### src/rtl/alu_cmd_issuer.sv
// alu_cmd_issuer
//
// Command issue stage placed directly in front of the ALU. Requests arrive on
// a valid/ready handshake, are buffered in a DEPTH-entry FIFO, and are then
// presented to the ALU input bus one per issue slot. After every multiply the
// stage leaves MUL_GAP idle cycles so the ALU's multi-cycle multiplier is never
// overrun.
//
// Optional feature macro: ALU_ISSUE_CMD_CHECK_EN
//   defined   : illegal commands (arith CMD > 10, logic CMD > 13) are
//               handshaked but discarded; drop_pulse flags each discard.
//   undefined : every accepted request is queued and issued; drop_pulse = 0.
//
// Ports
//   CLK, RESET            clock (posedge) / asynchronous active-low reset
//   in_valid, in_ready    request handshake
//   in_mode, in_cmd       request mode (1 = arithmetic) and opcode
//   in_opa, in_opb        request operands
//   in_cin, in_inp_valid  request carry-in and operand-valid bits
//   hold                  downstream stall, blocks new issues
//   CE                    ALU clock enable, high only in an issue cycle
//   MODE, CMD, OPA, OPB,
//   CIN, INP_VALID        registered ALU input bus
//   fifo_level            FIFO occupancy
//   issued_cnt            number of commands issued (wraps)
//   drop_pulse            one-cycle pulse per discarded illegal request
module alu_cmd_issuer #(
    parameter int DATA_WIDTH = 8,
    parameter int CMD_WIDTH  = 4,
    parameter int DEPTH      = 8,
    parameter int MUL_GAP    = 2
) (
    input  logic                    CLK,
    input  logic                    RESET,
    input  logic                    in_valid,
    output logic                    in_ready,
    input  logic                    in_mode,
    input  logic [CMD_WIDTH-1:0]    in_cmd,
    input  logic [DATA_WIDTH-1:0]   in_opa,
    input  logic [DATA_WIDTH-1:0]   in_opb,
    input  logic                    in_cin,
    input  logic [1:0]              in_inp_valid,
    input  logic                    hold,
    output logic                    CE,
    output logic                    MODE,
    output logic [CMD_WIDTH-1:0]    CMD,
    output logic [DATA_WIDTH-1:0]   OPA,
    output logic [DATA_WIDTH-1:0]   OPB,
    output logic                    CIN,
    output logic [1:0]              INP_VALID,
    output logic [$clog2(DEPTH):0]  fifo_level,
    output logic [15:0]             issued_cnt,
    output logic                    drop_pulse
);

    localparam int PTR_W = $clog2(DEPTH);
    localparam int LVL_W = PTR_W + 1;
    localparam int GAP_W = (MUL_GAP > 0) ? $clog2(MUL_GAP + 1) : 1;

    typedef struct packed {
        logic                  mode;
        logic [CMD_WIDTH-1:0]  cmd;
        logic [DATA_WIDTH-1:0] opa;
        logic [DATA_WIDTH-1:0] opb;
        logic                  cin;
        logic [1:0]            inpValid;
    } entry_t;

    typedef enum logic [1:0] {
        IDLE,
        ISSUE,
        GAP
    } state_t;

    entry_t                fifoMem_q [DEPTH];
    logic [PTR_W-1:0]      wrPtr_q;
    logic [PTR_W-1:0]      rdPtr_q;
    logic [LVL_W-1:0]      fifoLevel_q;

    state_t                state_q;
    state_t                state_d;
    logic [GAP_W-1:0]      gapCnt_q;
    logic [GAP_W-1:0]      gapCnt_d;

    logic                  aluCe_q;
    logic                  aluMode_q;
    logic [CMD_WIDTH-1:0]  aluCmd_q;
    logic [DATA_WIDTH-1:0] aluOpa_q;
    logic [DATA_WIDTH-1:0] aluOpb_q;
    logic                  aluCin_q;
    logic [1:0]            aluInpValid_q;
    logic [15:0]           issuedCnt_q;

    entry_t                reqEntry;
    entry_t                headEntry;
    logic                  headIsMul;
    logic                  reqLegal;
    logic                  push;
    logic                  issue;
    logic                  canIssue;

    // in_ready depends only on the registered level, so a pop in the same
    // cycle never lets a full FIFO accept.
    assign in_ready  = (fifoLevel_q < LVL_W'(DEPTH));
    assign push      = in_valid && in_ready && reqLegal;
    assign canIssue  = (fifoLevel_q != '0) && !hold;

    assign reqEntry  = '{mode: in_mode, cmd: in_cmd, opa: in_opa, opb: in_opb,
                         cin: in_cin, inpValid: in_inp_valid};
    assign headEntry = fifoMem_q[rdPtr_q];
    assign headIsMul = headEntry.mode &&
                       ((headEntry.cmd == CMD_WIDTH'(9)) || (headEntry.cmd == CMD_WIDTH'(10)));

`ifdef ALU_ISSUE_CMD_CHECK_EN
    logic reqIllegal;
    logic dropPulse_q;

    assign reqIllegal = in_mode ? (in_cmd > CMD_WIDTH'(10)) : (in_cmd > CMD_WIDTH'(13));
    assign reqLegal   = !reqIllegal;
    assign drop_pulse = dropPulse_q;

    // An illegal request still completes its handshake; it is simply not
    // written, and the drop is reported one cycle after acceptance.
    always_ff @(posedge CLK or negedge RESET) begin
        if (!RESET) begin
            dropPulse_q <= 1'b0;
        end else begin
            dropPulse_q <= in_valid && in_ready && reqIllegal;
        end
    end
`else
    assign reqLegal   = 1'b1;
    assign drop_pulse = 1'b0;
`endif

    // FIFO storage needs no reset: flushing the pointers and level is enough
    // to make every stale entry unreachable.
    always_ff @(posedge CLK) begin
        if (push) begin
            fifoMem_q[wrPtr_q] <= reqEntry;
        end
    end

    // Pointer and occupancy bookkeeping; pointers wrap naturally because
    // DEPTH is a power of two.
    always_ff @(posedge CLK or negedge RESET) begin
        if (!RESET) begin
            wrPtr_q     <= '0;
            rdPtr_q     <= '0;
            fifoLevel_q <= '0;
        end else begin
            if (push) begin
                wrPtr_q <= wrPtr_q + PTR_W'(1);
            end
            if (issue) begin
                rdPtr_q <= rdPtr_q + PTR_W'(1);
            end
            case ({push, issue})
                2'b10:   fifoLevel_q <= fifoLevel_q + LVL_W'(1);
                2'b01:   fifoLevel_q <= fifoLevel_q - LVL_W'(1);
                default: fifoLevel_q <= fifoLevel_q;
            endcase
        end
    end

    // Issue sequencing. The gap counter is loaded at the issue edge itself,
    // so the MUL_GAP countdown edges directly follow the multiply and the
    // next command can go out exactly MUL_GAP+1 edges later. The countdown
    // ignores hold.
    always_comb begin
        state_d  = state_q;
        gapCnt_d = gapCnt_q;
        issue    = 1'b0;
        case (state_q)
            IDLE: begin
                if (canIssue) begin
                    issue = 1'b1;
                end
            end
            ISSUE, GAP: begin
                if (gapCnt_q != '0) begin
                    state_d  = GAP;
                    gapCnt_d = gapCnt_q - GAP_W'(1);
                end else if (canIssue) begin
                    issue = 1'b1;
                end else begin
                    state_d = IDLE;
                end
            end
            default: begin
                state_d = IDLE;
            end
        endcase
        if (issue) begin
            state_d  = ISSUE;
            gapCnt_d = headIsMul ? GAP_W'(MUL_GAP) : '0;
        end
    end

    // State register for the issue sequencer.
    always_ff @(posedge CLK or negedge RESET) begin
        if (!RESET) begin
            state_q  <= IDLE;
            gapCnt_q <= '0;
        end else begin
            state_q  <= state_d;
            gapCnt_q <= gapCnt_d;
        end
    end

    // ALU-side output registers. Outside an issue cycle CE and INP_VALID drop
    // to zero while the data fields keep their last values, so the ALU bus
    // does not toggle needlessly.
    always_ff @(posedge CLK or negedge RESET) begin
        if (!RESET) begin
            aluCe_q       <= 1'b0;
            aluMode_q     <= 1'b0;
            aluCmd_q      <= '0;
            aluOpa_q      <= '0;
            aluOpb_q      <= '0;
            aluCin_q      <= 1'b0;
            aluInpValid_q <= 2'b00;
            issuedCnt_q   <= '0;
        end else begin
            aluCe_q <= issue;
            if (issue) begin
                aluMode_q     <= headEntry.mode;
                aluCmd_q      <= headEntry.cmd;
                aluOpa_q      <= headEntry.opa;
                aluOpb_q      <= headEntry.opb;
                aluCin_q      <= headEntry.cin;
                aluInpValid_q <= headEntry.inpValid;
                issuedCnt_q   <= issuedCnt_q + 16'd1;
            end else begin
                aluInpValid_q <= 2'b00;
            end
        end
    end

    assign CE         = aluCe_q;
    assign MODE       = aluMode_q;
    assign CMD        = aluCmd_q;
    assign OPA        = aluOpa_q;
    assign OPB        = aluOpb_q;
    assign CIN        = aluCin_q;
    assign INP_VALID  = aluInpValid_q;
    assign fifo_level = fifoLevel_q;
    assign issued_cnt = issuedCnt_q;

endmodule

### config.mk
export PLATFORM = sky130hd
export DESIGN_NAME = alu_cmd_issuer
export DESIGN_NICKNAME = d
export VERILOG_FILES = /design/src/rtl/alu_cmd_issuer.sv
export SDC_FILE = /design/constraint.sdc
export NUM_CORES = 1
export LEC_CHECK = 0
export CORE_MARGIN = 4
export CORE_UTILIZATION = 52
export CTS_CLUSTER_SIZE = 12
export DETAILED_ROUTE_END_ITERATION = 7
export PLACE_DENSITY = 0.75
export SYNTH_ARGS = -nofsm -noshare
export SYNTH_HDL_FRONTEND = slang
export SYNTH_SLANG_ARGS = --single-unit
### constraint.sdc
create_clock -name CLK -period 3 [get_ports CLK]
set_clock_uncertainty 0.1 [all_clocks]
set_input_delay 0.6 -clock CLK [delete_from_list [all_inputs] [get_ports CLK]]
set_output_delay 0.6 -clock CLK [all_outputs]
set_load 0.005 [all_outputs]
## Word level (Yosys, flattened, before mapping)

Memories as Yosys holds them, arrays and structs flattened.
Index checks and enable logic that the tools add are counted.

| storage, ports and cells | value |
|---|---|
| flip-flop bits (word level) | 55 |
| memory bits (writable) | 192 |
| output and inout port bits | 47 |
| word-level logic and storage cells | 58 |
| memories | 1 |

| operators by class | value |
|---|---|
| $add $sub $neg | 6 |
| $lt $le $gt $ge | 1 |
| equality and inequality tests | 8 |
| mux-type cells | 15 |
| reduce and logical (&&, ||, !) cells | 14 |

Memory list:

| memory | depth | width | rd ports | clocked after memory_dff | wr ports | line | source |
|---|---|---|---|---|---|---|---|
| fifoMem_q | 8 | 24 | 1 | 0 | 1 | 75 | `entry_t fifoMem_q [DEPTH];` |

Operators by type and width:

| kind | count |
|---|---|
| 16-bit by 1-bit adder with 16-bit output, second input constant | 1 |
| 2-bit 2-to-1 mux | 8 |
| 4-bit == test, second input constant | 2 |
| 4-bit one-hot mux with 2 select lines | 1 |
| 2-bit nonzero test | 4 |
| 3-bit by 1-bit adder with 3-bit output, second input constant | 2 |
| 4-bit by 1-bit adder with 4-bit output, second input constant | 1 |
| 2-bit by 1-bit == test with 1-bit output, second input constant | 2 |
| 2-bit == test, second input constant | 2 |
| 4-bit less-than comparator, second input constant | 1 |
| 1-bit 2-to-1 mux | 4 |
| 4-bit != test, second input constant | 1 |
| 2-bit one-hot mux with 2 select lines | 1 |
| 2-bit AND reduction | 2 |
| 4-bit nonzero test | 1 |
| 4-bit by 1-bit subtractor with 4-bit output, second input constant | 1 |
| 1-bit logical AND | 3 |
| 2-bit zero test | 1 |
| 2-bit != test, second input constant | 1 |
| 1-bit one-hot mux with 2 select lines | 1 |
| 2-bit OR reduction | 1 |
| 2-bit by 1-bit subtractor with 2-bit output, second input constant | 1 |
| 1-bit zero test | 1 |
| 1-bit logical OR | 1 |

## Depth between registers and ports, before layout

| depth | value |
|---|---|
| depth after elaboration | 7 |
| depth in mapped cells | 13 |
| depth with buffers taken out | 12 |

## Least setup slack after synthesis

Ideal clock, no wire load.

| timing path | value |
|---|---|
| path type | input to register |
| from | input port in_valid |
| to | memory fifoMem_q[0][0] (netlist bit), enable pin |
| setup time | 435 ps |
| data arrival time | 2754 ps |
| data required time | 2465 ps |
| slack | -289 ps |
| stages on the path | 3 |
| buffers on the path | 0 |
| cells stage by stage | nor2b_1 > nand2b_1 > nor3_1 |

| on the way | value |
|---|---|
| word-level cells in the longest chain between the ends | 3 |

Ends and longest elaborated chain:

| what | line | source |
|---|---|---|
| start, declared | 35 | `input logic in_valid,` |
| 1-bit logical AND | 105 | `assign push = in_valid && in_ready && reqLegal;` |
| 1-bit 2-to-1 mux | 139 | `if (push) begin` |
| 1-bit 2-to-1 mux (not written as such) | 140 | `fifoMem_q[wrPtr_q] <= reqEntry;` |
| end, declared | 75 |  |

No other way between the ends.

## Worst setup path after layout

| timing path | value |
|---|---|
| from | register fifoLevel_q[1], in the netlist fifo_level[1] |
| to | register fifoLevel_q[2], in the netlist fifo_level[2] |

| on the way | value |
|---|---|
| word-level cells in the longest chain between the ends | 7 |
| elaborated cells between the ends (all ways) | 13 |
| those cells by class | 2 x add/sub; 1 x order compare; 2 x eq/ne; 4 x mux; 4 x reduce/logical |

Ends and longest elaborated chain:

| what | line | source |
|---|---|---|
| start, declared | 78 | `logic [LVL_W-1:0] fifoLevel_q;` |
| start signal, assigned | 159 | `2'b10: fifoLevel_q <= fifoLevel_q + LVL_W'(1);` |
| start signal, assigned | 160 | `2'b01: fifoLevel_q <= fifoLevel_q - LVL_W'(1);` |
| start signal, assigned | 161 | `default: fifoLevel_q <= fifoLevel_q;` |
| 4-bit nonzero test * | 106 | `assign canIssue = (fifoLevel_q != '0) && !hold;` |
| 1-bit logical AND * | 106 |  |
| 1-bit 2-to-1 mux * | 176, 184 |  |
| 1-bit 2-to-1 mux | 181 | `if (gapCnt_q != '0) begin` |
| 1-bit one-hot mux with 2 select lines * | 174 | `case (state_q)` |
| named net issue | 99 | `logic issue;` |
| 2-bit by 1-bit == test with 1-bit output / 2-bit == test (equally long branches) | 158 | `case ({push, issue})` |
| 4-bit one-hot mux with 2 select lines / 2-bit nonzero test (equally long branches) | - |  |

The timed path passes the listed nets; every way through them passes the cells marked *.
A chain may end at the register's enable or synchronous reset.

==> results.json <==
{
  "path_common_cell": "xor2_1",
  "hp-class": "in2async",
  "crit_family": "simple AND/OR/NAND/NOR gates",
  "synthCells": 521,
  "hold_ws_ns": 0.01486,
  "drcViolationCount": 0,
  "start_util_pct": 53.50,
  "relSlewSlack_pct": 41.79,
  "post-place-ws_ns": 0.2733,
  "synth_area_leaders": "edfxtp_1 (59%), dfrtp_1 (14%), mux4_2 (12%), mux2i_1 (2.6%), xor2_1 (2.0%)",
  "numPortBuffers": 73,
  "yosysSeqAreaShare_pct": 73.31,
  "r2r_start": "fifo_level[1]",
  "status": "finished clean",
  "dr_total_vias": 4884,
  "avgSynthCellArea_sq_um": 18.70,
  "coreArea_sq_mm": 0.01821,
  "cts_hold_buf": 0,
  "use_met3_pct": 2.990,
  "layout_commonest_cell": "edfxtp_1",
  "cts_root_buf": "clkbuf_16",
  "fmax_mhz": 383.5,
  "critical_path_class": "reg2reg",
  "gp_congestion": 0.8034,
  "grt_max_degree": 50,
  "ios": 75,
  "fillCellCount": 1250,
  "drv_cap": 0,
  "htreeDepth": 1,
  "via_per_inst": 5.646,
  "dieWidth_um": 144.9,
  "wl_per_cell_um": 20.72,
  "clock-sinks": 247,
  "dieHeight_um": 144.9,
  "final_nets": 656,
  "ant_nets": 0,
  "synth_warnings": 0,
  "mostFrequentLayoutCells": "edfxtp_1 (192), clkdlybuf4s50_1 (72), dfrtp_1 (53), mux4_2 (50), nand2_1 (38)",
  "row_count": 49,
  "stdcell_count": 865,
  "cp_slowest_stage_delay_ns": 0.61,
  "hold_violations": 0,
  "startpoint": "fifo_level[1]",
  "required_ns": 3.29,
  "end_kind": "register",
  "total_power_mw": 10.88,
  "postLayoutSetupSlackWorst_ns": 0.3924,
  "ys_ff_latch": 247,
  "cts_inserted_buffers": 25,
  "synth_top_area_share_pct": 59.18,
  "finalSetupTns_ns": 0,
  "grt_pass1_wl_um": 28580,
  "ys_types": 40,
  "die-area_sq_mm": 0.02099,
  "placed_cell_area_sq_mm": 0.01091,
  "tritoncts": "built",
  "drt_wl_total_um": 17920,
  "area_growth_pct": 19.71,
  "n_antenna_cell": 0,
  "postCtsSetupRepairBufs": 0,
  "tightest_slew_ns": 0.8731,
  "firstDrtPassIters": 5,
  "synthArstFlopShare_pct": 22.27,
  "drive_gt1_share_pct": 18.71,
  "synth_fp_nets": 558,
  "grt_pass1_vias": 5179,
  "antenna_found_initial": 0,
  "gr-total-overflow": 0,
  "path_max_fanout": 8,
  "dpl.cell_count": 821,
  "slew_violations": 0,
  "post-route-util_pct": 64.05,
  "path_cells": "or4_1 -> nand3b_1 -> inv_2 -> ha_1 -> xor2_1 -> ha_1 -> a21oi_1 -> xor2_1 -> nor2_1 -> xor2_1",
  "grtUsageMet1_pct": 24.61,
  "rsz0062_at_grt": "no",
  "slowest_stage": "or4_1",
  "cp_num_buf_inv": 1,
  "synthFlopType": "edfxtp_1",
  "netlist_area_sq_mm": 0.009742,
  "grt_use_met2_pct": 30.51,
  "fin_area_sq_mm": 0.01166,
  "cts_buffer_depth": 3,
  "drtIter0Drc": 299,
  "cp.arrival_ns": 2.90,
  "clk_pin_slew_ns": 0.06,
  "p_leak_nw": 4.103,
  "start_kind": "register",
  "synth_edf_count": 192,
  "period_needed_ns": 2.608,
  "dpl.hpwl_um": 11380,
  "grt.total_usage_pct": 17.80,
  "clock_latency_ns": 0.51,
  "finalSetupViolCount": 0,
  "finalCritPeriodShare_pct": 86.92,
  "ir_drop_v": 0.0004791,
  "grt_most_used_layer": "met2",
  "power_density_mw_per_mm2": 933.2,
  "cts.repair.resized": 0,
  "synth_area_leader_cell": "edfxtp_1"
}
## synth_stat cells (3+ instances only)
library cell	n
nor3_1	9
xor2_1	22
mux2i_1	25
nand3_1	4
ha_1	9
mux4_2	50
nor2_1	16
buf_1	3
o21ai_0	22
a21oi_1	5
buf_2	7
nand2_1	38
clkbuf_1	6
buf_4	5
nand2b_1	4
dfrtp_1	55
edfxtp_1	192
xnor2_1	12
inv_1	9
## cells by family (layout without fill, tap and decap cells)
kind of cell	after synthesis	after routing	synth area share, %
AO/OA/AOI/OAI	34	34	1.901
XOR/XNOR	34	34	3.057
adder cells (fa/ha/maj)	9	9	1.156
buffers and inverters	33	148	1.708
flip-flops	247	247	73.31
multiplexers	77	77	14.36
other	1	1	0.03849
AND/OR/NAND/NOR	86	86	4.470
## flip-flops by register name, indices dropped and copies added (netlist names), 2 cells and up
signal	cells
OPA	8
rdPtr_q	3
wrPtr_q	3
OPB	8
CMD	4
fifo_level	4
gapCnt_q	2
state_q	2
INP_VALID	2
fifoMem_q	192
issued_cnt	16
## where the power goes
| part | internal, mW | switching (mW) |
|---|---|---|
| clock | 1.68 | 1.17 |
| sequential | 4.31 | 0.511 |
| combinational | 1.76 | 1.46 |
## path summary, 6_finish.rpt
check,endpoint,slack (ns),cells after the start
min in group CLK,issued_cnt[15],0.38,1
max in group asynchronous,rdPtr_q[1],2.17,2
worst max register to register,fifo_level[2],0.39,10
worst min-delay path,fifo_level[3],0.01,1
worst min register to register,issued_cnt[15],0.38,1
worst max-delay path,fifo_level[2],0.39,10
## final cells by class
cell class	instances	area, sq um	share of cell area (%)
clock buffer	40	701.9	6.019
clock inverter	4	47.55	0.4077
inverter	10	37.54	0.3219
multi-input combinational	241	2471	21.19
sequential	247	7147	61.28
tap	229	286.5	2.457
timing repair buffer	94	970.9	8.325
## per-layer routing
layer  share of wire (%)  up-vias  wire [um]
li1                    -     2209          -
met5                   0        -          0
met4                 1.4        0        247
met2                  50      140       9027
met3                 5.3       23        953
met1                  43     2512       7692
Power figures use the tool's default switching activity.
